$ cat config.mk
export PLATFORM = sky130hd
export DESIGN_NAME = barrel_shift_pipe
export DESIGN_NICKNAME = d
export VERILOG_FILES = /design/src/rtl/shift_pkg.sv /design/src/rtl/shift_stage.sv /design/src/rtl/barrel_shift_pipe.sv
export SDC_FILE = /design/constraint.sdc
export NUM_CORES = 1
export LEC_CHECK = 0
export BUFFER_PORTS_ARGS = -buffer_cell sky130_fd_sc_hd__buf_2
export CAP_MARGIN = 20
export CORE_UTILIZATION = 60
export CTS_CLUSTER_SIZE = 25
export DETAILED_ROUTE_END_ITERATION = 8
export PLACE_DENSITY_LB_ADDON = 0.12
export SLEW_MARGIN = 5
export SYNTH_ARGS = -nofsm -noshare
export SYNTH_HDL_FRONTEND = slang
export SYNTH_SLANG_ARGS = --single-unit
$ cat constraint.sdc
create_clock -name clk -period 2 [get_ports clk]
set_input_delay 0.4 -clock clk [delete_from_list [all_inputs] [get_ports clk]]
set_output_delay 0.4 -clock clk [all_outputs]
set_load 0.02 [all_outputs]
$ cat src/rtl/shift_pkg.sv
// Shared types for the pipelined barrel shifter.
// Mode encoding and reserved-mode detection.
package shift_pkg;

  localparam int MODE_W = 3;

  typedef enum logic [MODE_W-1:0] {
    SLL = 3'd0,
    SRL = 3'd1,
    SRA = 3'd2,
    ROL = 3'd3,
    ROR = 3'd4
  } shift_mode_e;

  // Any code outside the enum is reserved.
  function automatic logic mode_reserved(
    input logic [MODE_W-1:0] m
  );
    logic r;
    case (shift_mode_e'(m))
      SLL, SRL, SRA, ROL, ROR: r = 1'b0;
      default:                 r = 1'b1;
    endcase
    return r;
  endfunction

endpackage

$ cat src/rtl/shift_stage.sv
// One pipeline stage: conditional shift by STEP, then register bank.
// Ports: en (advance), *_d (stage inputs), *_q (registered outputs).
module shift_stage
  import shift_pkg::*;
#(
  parameter int WIDTH = 16,
  parameter int TAG_W = 4,
  parameter int STEP  = 1,
  localparam int SHW  = $clog2(WIDTH),
  localparam int K    = $clog2(STEP)
) (
  input  logic              clk,
  input  logic              rst_n,
  input  logic              en,
  input  logic              valid_d,
  input  logic [WIDTH-1:0]  data_d,
  input  logic [SHW-1:0]    amt_d,
  input  logic [MODE_W-1:0] mode_d,
  input  logic              sign_d,
  input  logic [TAG_W-1:0]  tag_d,
  input  logic              err_d,
  output logic              valid_q,
  output logic [WIDTH-1:0]  data_q,
  output logic [SHW-1:0]    amt_q,
  output logic [MODE_W-1:0] mode_q,
  output logic              sign_q,
  output logic [TAG_W-1:0]  tag_q,
  output logic              err_q
);

  logic [WIDTH-1:0] shifted;

  always_comb begin
    shifted = data_d;
    if (amt_d[K] && !err_d) begin
      case (shift_mode_e'(mode_d))
        SLL: shifted = {data_d[WIDTH-1-STEP:0],
                        {STEP{1'b0}}};
        SRL: shifted = {{STEP{1'b0}},
                        data_d[WIDTH-1:STEP]};
        // Fill uses the sign captured at accept,
        // not the current MSB.
        SRA: shifted = {{STEP{sign_d}},
                        data_d[WIDTH-1:STEP]};
        ROL: shifted = {data_d[WIDTH-1-STEP:0],
                        data_d[WIDTH-1:WIDTH-STEP]};
        ROR: shifted = {data_d[STEP-1:0],
                        data_d[WIDTH-1:STEP]};
        default: shifted = data_d;
      endcase
    end
  end

  always_ff @(posedge clk or negedge rst_n) begin
    if (!rst_n) begin
      valid_q <= 1'b0;
      data_q  <= '0;
      amt_q   <= '0;
      mode_q  <= '0;
      sign_q  <= 1'b0;
      tag_q   <= '0;
      err_q   <= 1'b0;
    end else if (en) begin
      valid_q <= valid_d;
      data_q  <= shifted;
      amt_q   <= amt_d;
      mode_q  <= mode_d;
      sign_q  <= sign_d;
      tag_q   <= tag_d;
      err_q   <= err_d;
    end
  end

endmodule

$ cat src/rtl/barrel_shift_pipe.sv
// Pipelined barrel shifter/rotator, one stage per amount bit.
// Ports: in_* valid/ready operand side, out_* valid/ready result side.
module barrel_shift_pipe
  import shift_pkg::*;
#(
  parameter int WIDTH = 16,
  parameter int TAG_W = 4,
  localparam int SHW  = $clog2(WIDTH)
) (
  input  logic              clk,
  input  logic              rst_n,
  input  logic              in_valid,
  output logic              in_ready,
  input  logic [WIDTH-1:0]  in_data,
  input  logic [SHW-1:0]    in_amt,
  input  logic [MODE_W-1:0] in_mode,
  input  logic [TAG_W-1:0]  in_tag,
  output logic              out_valid,
  input  logic              out_ready,
  output logic [WIDTH-1:0]  out_data,
  output logic [TAG_W-1:0]  out_tag,
  output logic              out_zero,
  output logic              out_err
);

  logic              valid [SHW+1];
  logic [WIDTH-1:0]  data  [SHW+1];
  logic [SHW-1:0]    amt   [SHW+1];
  logic [MODE_W-1:0] mode  [SHW+1];
  logic              sign  [SHW+1];
  logic [TAG_W-1:0]  tag   [SHW+1];
  logic              err   [SHW+1];
  logic              stall;
  logic              unused;

  // Whole pipe freezes while the head is blocked.
  assign stall    = out_valid & ~out_ready;
  assign in_ready = ~stall;

  assign valid[0] = in_valid;
  assign data[0]  = in_data;
  assign amt[0]   = in_amt;
  assign mode[0]  = in_mode;
  assign sign[0]  = in_data[WIDTH-1];
  assign tag[0]   = in_tag;
  assign err[0]   = mode_reserved(in_mode);

  for (genvar k = 0; k < SHW; k++) begin : g_stage
    shift_stage #(
      .WIDTH (WIDTH),
      .TAG_W (TAG_W),
      .STEP  (1 << k)
    ) u_stage (
      .clk     (clk),
      .rst_n   (rst_n),
      .en      (~stall),
      .valid_d (valid[k]),
      .data_d  (data[k]),
      .amt_d   (amt[k]),
      .mode_d  (mode[k]),
      .sign_d  (sign[k]),
      .tag_d   (tag[k]),
      .err_d   (err[k]),
      .valid_q (valid[k+1]),
      .data_q  (data[k+1]),
      .amt_q   (amt[k+1]),
      .mode_q  (mode[k+1]),
      .sign_q  (sign[k+1]),
      .tag_q   (tag[k+1]),
      .err_q   (err[k+1])
    );
  end

  assign out_valid = valid[SHW];
  assign out_data  = data[SHW];
  assign out_tag   = tag[SHW];
  assign out_err   = err[SHW];
  assign out_zero  = (data[SHW] == '0);

  // Last-stage control fields have no consumer.
  assign unused = &{1'b0, amt[SHW], mode[SHW], sign[SHW]};

endmodule
==> metrics.md <==
| Metric | Value |
|---|---|
| Residual DRC | `0` |
| WL final | `12,610 um` |
| Synth warn | `0` |
| Max Freq | `528.3 MHz` |
| Vias in the first global route | `4,431` |
| Clk_lat worst skew | `0.38 ns` |
| Max Root-Sink Buffers | `2` |
| Reg2reg path depth | `4` |
| Pins Over Slew Limit | `0` |
| Cells after DPL | `798` |
| Synth Area in Adders | `0.1732%` |
| Multiplexer share of the synthesized area | `1.039%` |
| DRT Pass-1 Iters | `4` |
| Io pins | `55` |
| Num rows | `35` |
| Largest net degree at the start of global routing | `64` |
| Normalized max-slew margin | `61.35%` |
| Cell Pwr Density | `1515 nW/um^2` |
| Reg2reg end | `g_stage[2].u_stage.data_q[2]` |
| Clock Skews | `0.01596 ns` |
| Tot Pwr | `0.009407 W` |
| Fin. Hold Viols | `0` |
| Post-synth EDFFs | `0` |
| Worst-Margin Slew | `0.5798 ns` |
| Compound-Gate Fraction of Synth Area | `22.34%` |
| Largest family of logic cells by synthesized area | `compound AO/OA/AOI/OAI gates` |
| Chip height | `100.1 um` |
| Synth Register Bits | `106` |
| Layout cell share with drive strength beyond 1 | `15.01%` |
| WS Path Type | `register to primary output` |
| CTS H-tree depth | `3` |
| Final net count | `712` |
| RR Startpoint | `g_stage[1].u_stage.mode_q[0]` |
| Synth unique cells | `49` |
| Total track usage | `26.35%` |
| Final instance area | `6208 um^2` |
| Post-Place Setup Slack | `0.2278 ns` |
| Final ANT Viol Nets | `0` |
| Die extent in x | `100.1 um` |
| Via count | `4,762` |
| Clk root buf | `clkbuf_8` |
| Kind of end point of the critical path | `primary output` |
| Vias per cell | `5.843` |
| Synth Instances | `670` |
| Num CTS Buffers | `9` |
| FFs w/ async S/R, synth | `100.0%` |
| RSZ-0062 raised after global routing | `no` |
| Non-Filler Instances | `815` |
| Reg2reg setup slack | `0.23 ns` |
| Routability cong. | `0.9335` |
| WP data required | `1.60 ns` |
| DR WL met3 | `422 um` |
| Gr ovfl total | `0` |
| Max IR drop VDD | `0.5675 mV` |
| Fill cells | `802` |
| Dominant synthesized flop cell | `dfrtp_1` |
| Syn_nets | `701` |
| Starting DRT DRC Count | `215` |
| Final WS setup | `0.1072 ns` |
| Synth Area in Simple Gates | `22.13%` |
| Ant diodes | `0` |
| Run status | `completed` |
| Global-route wire length before repair | `21,050 um` |
| Area Overhead vs Synth | `7.426%` |
| Core box area | `9284 um^2` |
| Die footprint | `10,030 um^2` |
| Critical path origin | `g_stage[3].u_stage.data_q[10]` |
| Top Metal Used | `met4` |
| Setup TNS | `0 ns` |
| Post-DR wirelength/cell | `15.47 um` |
| Reg clk slew, reported paths | `0.11 ns` |
| PortBufs | `54` |
| Worst setup path endpoint | `out_zero` |
| Hpwl dp | `9044 um` |
| Met2 routed WL | `6222 um` |
| Minimum clock period | `1.893 ns` |
| Hold Path Class | `primary input to register` |
| Clock sinks | `106` |
| M1 wire length | `5547 um` |
| Syn_area_per_cell | `8.626 um^2` |
| Crit start category | `register` |
| Placed Area | `5983 um^2` |
| Seq/Total Area, Yosys | `45.90%` |
| Worst Path Arrival | `1.49 ns` |
| Pleak | `2.893 nW` |
| Antenna violations before repair | `0` |
| Initial Util | `62.25%` |
| Max-cap violation count | `0` |
| Cell area after synthesis | `5779 um^2` |
| CTS tree | `done` |
| CP max FO | `3` |
| Final critical-path share of the clock period | `94.64%` |
| Synth Area in XOR/XNOR | `0.8660%` |
| Final setup violating endpoints | `0` |
[flip-flops by register name, indices dropped and copies added, names as in the netlist]
register / flops
g_stage.u_stage.data_q: 64
g_stage.u_stage.tag_q: 16
g_stage.u_stage.mode_q: 9
g_stage.u_stage.valid_q: 4
g_stage.u_stage.sign_q: 3
g_stage.u_stage.err_q: 4
g_stage.u_stage.amt_q: 6
[critical path: stages, from the launching register on]
cell and delay (ns):
dfrtp_1 0.41, nor4_2 0.32, and4_1 0.23, buf_2 0.16
[cell families after synthesis]
family	count (synthesis)
compound gates	190
xor+xnor	4
simple gates	289
mux	6
buf+inv	74
flops	106
fa+ha+maj	1
[final cells by class]
type                       count  area, um^2  share of cell area, %
multi-input combinational    490        2720                  43.81
sequential                   106        2653                  42.72
timing repair buffer          69       462.9                  7.457
tap                          129       161.4                  2.600
clock buffer                   9       123.9                  1.995
clock inverter                 7       68.82                  1.108
inverter                       5       18.77                 0.3023
[worst min-delay path by stage]
stage / start / slack [ns] / cells after the start / endpoint
finish: in_tag[0] / 0.20 / 3 / g_stage[0].u_stage.tag_q[0]
global route: in_tag[0] / 0.19 / 3 / g_stage[0].u_stage.tag_q[0]
CTS: in_tag[0] / 0.20 / 3 / g_stage[0].u_stage.tag_q[0]
detailed placement: rst_n / 0.36 / 1 / g_stage[3].u_stage.data_q[4]
global placement: rst_n / 0.36 / 1 / g_stage[3].u_stage.data_q[7]
floorplan: rst_n / 0.10 / 0 / g_stage[0].u_stage.amt_q[1]
[metrics by stage]
step	util [%]	hold slack [ns]
2_1_floorplan	-	0.1044
3_3_place_gp	64.45	0.3583
3_5_place_dp	64.45	0.3603
4_1_cts	66.63	0.1970
5_1_grt	66.87	0.1923
6_report	66.87	0.2020
[synth_stat cells, drive strengths merged, types with 8 or more instances]
cell type  number  area share, %
o221ai         13            2.0
o21ai          93            8.1
a21o           22            2.9
nor2b           8           0.87
dfrtp         106             46
a221oi         28            4.2
clkbuf         17            1.1
nor2           27            1.8
buf            52            6.1
nand2         189             12
and3           28            3.1
nor3           12            1.0
[metal layers]
metal  vias to the layer above  GRT usage [%]
met5                         -              0
met4                         0          12.26
met3                        33          3.691
met2                       149          44.78
met1                      2216          33.43
li1                       2364              -
[report_power, final]
part	leakage (nW)	switching (W)	internal, W
Clock	0.100	0.000787	0.000492
Combinational	1.52	0.00242	0.00163
Sequential	1.27	0.000967	0.00311
Total	2.89	0.00417	0.00523
[timing repair]
item / 4_1_cts / 5_1_grt
endpoints found under the setup margin: 0 / 2
resized for setup: 0 / 5
hold buffers: 1 / 0
setup buffers: 0 / 0
endpoints found under the hold margin: 27 / 0
[placed cells by master, fill, tap and decap left out, drive strengths merged, types with 2 or more instances in the layout]
master and instances:
nand2 189, dfrtp 106, o21ai 93, buf 68
a221oi 28, and3 28, nor2 27, a21o 22
o221ai 13, nor3 12, inv 10, clkbuf 9
nor2b 8, mux2i 6, o2111ai 6, o21a 6
a22o 6, a2111oi 6, nand2b 5, nor4 4
o22ai 3, and3b 3, xor2 3, and4 2
o2bb2ai 2, nand3 2, clkinv 2, and2 2
or2 2, a21oi 2
No activity file was read; power rests on OpenSTA's default activity.
